--- config.mk ---
export PLATFORM = sky130hd
export DESIGN_NAME = add_round_key
export DESIGN_NICKNAME = d
export VERILOG_FILES = /design/src/rtl/add_round_key.sv
export SDC_FILE = /design/constraint.sdc
export NUM_CORES = 1
export LEC_CHECK = 0
export CORE_AREA = 2 2 153 155
export CTS_CLUSTER_SIZE = 14
export DETAILED_ROUTE_END_ITERATION = 10
export DIE_AREA = 0 0 155 157
export HOLD_SLACK_MARGIN = 0.1
export PLACE_DENSITY = 0.67
export SLEW_MARGIN = 0
export SYNTH_ARGS = -nofsm -noshare
export SYNTH_HDL_FRONTEND = slang
export SYNTH_SLANG_ARGS = --single-unit
--- constraint.sdc ---
create_clock -name clk -period 0.9 [get_ports clk]
set_clock_uncertainty 0.2 [all_clocks]
set_input_delay 0.18 -clock clk [delete_from_list [all_inputs] [get_ports clk]]
set_output_delay 0.18 -clock clk [all_outputs]
set_load 0.01 [all_outputs]
--- src/rtl/add_round_key.sv ---
// AES-128 AddRoundKey: registered 128-bit state ^ round key in 16 byte lanes; 1-cycle latency.
// No backpressure: every IN_valid sample is accepted. ADD_ROUND_KEY_CLEAR_ON_IDLE_EN zeroes OUT_state on idle cycles.
module add_round_key (
    input  logic         clk,
    input  logic         reset_n,
    input  logic         IN_valid,
    input  logic [127:0] IN_state,
    input  logic [127:0] RoundKey,
    output logic         OUT_valid,
    output logic [127:0] OUT_state
);

    logic [127:0] lane_xor;

    // Byte b = col*4 + row sits at [127-8b -: 8] (FIPS-197 column-major order).
    genvar col, row;
    generate
        for (col = 0; col < 4; col++) begin : g_col
            for (row = 0; row < 4; row++) begin : g_row
                localparam int B = col * 4 + row;
                assign lane_xor[127-8*B -: 8] = IN_state[127-8*B -: 8] ^ RoundKey[127-8*B -: 8];
            end
        end
    endgenerate

    always_ff @(posedge clk or negedge reset_n) begin
        if (!reset_n) begin
            OUT_valid <= 1'b0;
            OUT_state <= '0;
        end else begin
            OUT_valid <= IN_valid;
            if (IN_valid) begin
                OUT_state <= lane_xor;
            end else begin
`ifdef ADD_ROUND_KEY_CLEAR_ON_IDLE_EN
                OUT_state <= '0;
`else
                OUT_state <= OUT_state;
`endif
            end
        end
    end

endmodule

### Yosys cells after proc, flatten, opt, wreduce, memory -nomap -nowiden

Cells that the tools add are included.

* register bits after elaboration: 129
* latch bits: 0
* RAM bits: 0
* ROM bits: 0
* output and inout bits: 129
* logic and storage cells: 18
* memories kept: 0

* add/sub/neg operators: 0
* multiply operators: 0
* div/mod/pow operators: 0
* order comparisons: 0
* eq/ne operators: 0
* shift operators: 0
* mux-type cells: 0
* bitwise gates (word level): 16
* reduce and logical (&&, ||, !) cells: 0

Operator list (number)
* $xor A8 B8 Y8: 16

### Logic depth before layout (Yosys ltp)

* word-level depth: 1
* mapped depth: 4
* depth with buffers taken out: 2

### Worst setup path after synthesis

OpenSTA, ideal clock, no wires.

* path kind: input to register
* start: input IN_valid
* end: register OUT_state[100]
* arrival: 611 ps
* required time: 574 ps
* setup slack: -37 ps
* cell stages on the path: 4
* buffers on the path: 2
* cells stage by stage: buf_2 -> buf_2 -> nor2_1 -> a21oi_1

RTL lines
* start, declared: RTL line 6 `input logic IN_valid,`
* end signal, assigned: RTL line 33 `OUT_state <= lane_xor;`
* end signal, assigned: RTL line 38 `OUT_state <= OUT_state;`
* end, declared: RTL line 10 `output logic [127:0] OUT_state`

### Worst setup path after layout

* start: register OUT_state[118]
* end: output OUT_state[118]

No word-level cell between the ends.

==> metrics.md <==
| Metric | Value |
|---|---|
| CTS Buffer Depth | `2` |
| Clock power frac | `39.3%` |
| NetSw | `5.156 mW` |
| Hold Worst Slack | `-0.5872 ns` |
| CP bufs+invs | `1` |
| Worst setup SP type | `flip-flop` |
| Sw Share | `25.62%` |
| Outcome | `finished with violations` |
| Synth Warn # | `0` |
| CP Class | `flip-flop to output pin` |
| CTS Sinks | `~130` |
| Final Hold Fails | `126` |
| Area delta synth->final | `100.3%` |
| CP Capture Type | `output pin` |
| GR Overflow Total | `0` |
| Clk slew on worst S/H paths | `about 0.06 ns` |
| WP data arrival | `0.97 ns` |
| CP required | `0.52 ns` |
| Fin cells | `1281` |
| Die area | `0.02434 mm^2` |
| Synth unique cells | `6` |
| Sequential area share after synthesis | `57.55%` |
| First-pass GRT wire length | `about 29000 um` |
| Layout net count | `roughly 1200` |
| Slowest CP cell | `dfrtp_1` |
| Min Tclk post-route | `1.348 ns` |
| Leak pwr | `4.516 nW` |
| Internal power | `14.97 mW` |
| Final Max Tran Viols | `0` |
| DP Cell Count | `1209` |
| Via count | `roughly 5300` |
| Worst-margin pin slew | `0.3174 ns` |
| Violated checks | `negative hold slack, negative setup slack` |
| Vias in the first global route | `roughly 5400` |
| CP max FO | `2` |
| Unrepaired setup endpoints after global routing | `true` |
| Initial core utilization | `approximately a quarter` |
| Remaining antenna violation count after routing | `0` |
| Synthesized area per cell | `10.37 um^2` |
| TritonCTS clock tree | `yes` |
| CORE AREA | `between 0.02 and 0.025 mm^2` |
| Chip width | `155 um` |
| Syn Inst Count | `541` |
| 1st-iter DRT viols | `247` |
| Gr usage total | `roughly 15%` |
| DP Worst Slack | `-0.4634 ns` |
| Combinational Power Share | `26.0%` |
| DR WL/cell | `15.19 um` |
| Avg Vias per Cell | `approximately 4.1` |
| Mapped Area | `~0.0056 mm^2` |
| Clock Latency Late Sink | `0.40 ns` |
| Final Cell Area | `0.01124 mm^2` |
| Util after Layout | `between 40% and 50%` |
| Power density cells | `1791 mW/mm^2` |
| Site Rows | `55` |
| Proportion of layout cells with a drive suffix above 1 | `29.12%` |
| Critical Path Max Stage Delay | `0.41 ns` |
| CP top delay family | `flip-flops` |
| Post-DP HPWL | `14700 um` |
| Pin count of the biggest net entering global routing | `58` |
| # DRC | `0` |
| Final setup fails | `~170` |
| Final WS setup | `-0.4480 ns` |
| Drt total wl | `19450 um` |
| Total clock buffers created by CTS | `17` |
| Placed instance area | `0.009971 mm^2` |
| Slew margin rel. | `about four fifths` |
| Seq pwr share | `34.7%` |
| # IOs | `388` |
| Max cap viols | `0` |
| IO Port Bufs | `~390` |
| Synthesized Nets | `800` |
| Number of synthesized register bits | `roughly 130` |
| Fmax | `~740 MHz` |
| Max VDD drop | `0.001101 V` |
| H-tree levels | `4` |
| Worst hold path class | `input pin to async pin` |
| Worst-path cell chain | `buf_2` |
| Placer congestion estimate | `0.7796` |
| Reg-to-reg slack, setup | `-0.10 ns` |
| Initial antenna violation count | `0` |
| Crit share post-route | `149.8%` |
| Diodes inserted | `0` |
| Root Driver | `clkbuf_16` |
| Die height | `157 um` |
| 1st-pass router iterations | `4` |
-- sequential cells by signal, summed over array words and instances, names as in the netlist --
signal     cells
OUT_state    128
OUT_valid      1
-- cell usage in the layout, fill, tap and decap left out, drive strengths merged --
cell	n
clkinv	3
bufinv	6
clkinvlp	2
xnor2	128
clkbuf	20
nor2	128
inv	1
dlygate4sd3	1
buf	194
dfrtp	129
a21oi	128
clkdlybuf4s50	256
-- through the flow --
| step | total power [mW] | TNS (ns) |
|---|---|---|
| floorplan | 8.512 | -0.4393 |
| global placement | 11.72 | -85.28 |
| detailed placement | 11.77 | -86.28 |
| CTS | 19.63 | -56.84 |
| global route | 21.10 | -61.98 |
| finish | 20.12 | -54.37 |
-- power by group through the flow --
stage	sequential, mW	combinational, mW	clock, mW
6_report	6.99	5.23	7.90
5_1_grt	7.07	5.62	8.41
4_1_cts	6.92	4.58	8.13
3_5_place_dp	6.98	4.79	0
3_3_place_gp	6.95	4.76	0
2_1_floorplan	7.31	1.21	0
-- metal layers --
metal | vias up | share of wire (%) | track usage (%)
met2 | 204 | 52 | 27.28
met4 | 0 | 0.78 | 3.527
met1 | 2446 | 40 | 17.85
met3 | 11 | 7.6 | 5.149
li1 | 2648 | - | -
met5 | - | 0 | 0
-- final timing paths --
check                                      end           start  depth (start not counted)
worst min register to register   OUT_state[62]   OUT_state[62]                          2
min in group clk                OUT_state[125]        IN_valid                          2
worst min-delay path             OUT_state[73]         reset_n                          1
max in group asynchronous       OUT_state[127]         reset_n                          3
worst max-delay path            OUT_state[118]  OUT_state[118]                          1
worst max register to register   OUT_state[71]   OUT_state[71]                          3
-- what timing repair did --
action / CTS / global route
buffers inserted: 20 / 29
gates cloned: 0 / 0
pin swaps: 1 / 13
hold buffers: 1 / 1
hold endpoints to repair: 198 / 143
gates resized for setup: 580 / 147
setup endpoints to repair: 133 / 180
-- synthesized netlist by cell type (all sizes together) --
cell | count | area [um^2]
dfrtp | 129 | 3228
buf | 27 | 135.1
clkbuf | 1 | 3.750
nor2 | 128 | 480.5
xnor2 | 128 | 1121
a21oi | 128 | 640.6
-- cells by family after synthesis --
logic type | share of synthesized area (%)
flip-flops | 57.55
AO/OA/AOI/OAI | 11.42
XOR/XNOR | 19.99
AND/OR/NAND/NOR | 8.566
buffers and inverters | 2.476
-- area by class of cell --
| cell class | instances | area, um^2 |
|---|---|---|
| Clock buffer | 20 | 446.7 |
| Clock inverter | 12 | 230.2 |
| Sequential cell | 129 | 3228 |
| Timing Repair Buffer | 451 | 4392 |
| Multi-Input combinational cell | 384 | 2584 |
| Tap cell | 285 | 356.6 |
| Fill cell | 2048 | 11270 |
Note: power is estimated with default switching activity, not from simulation.
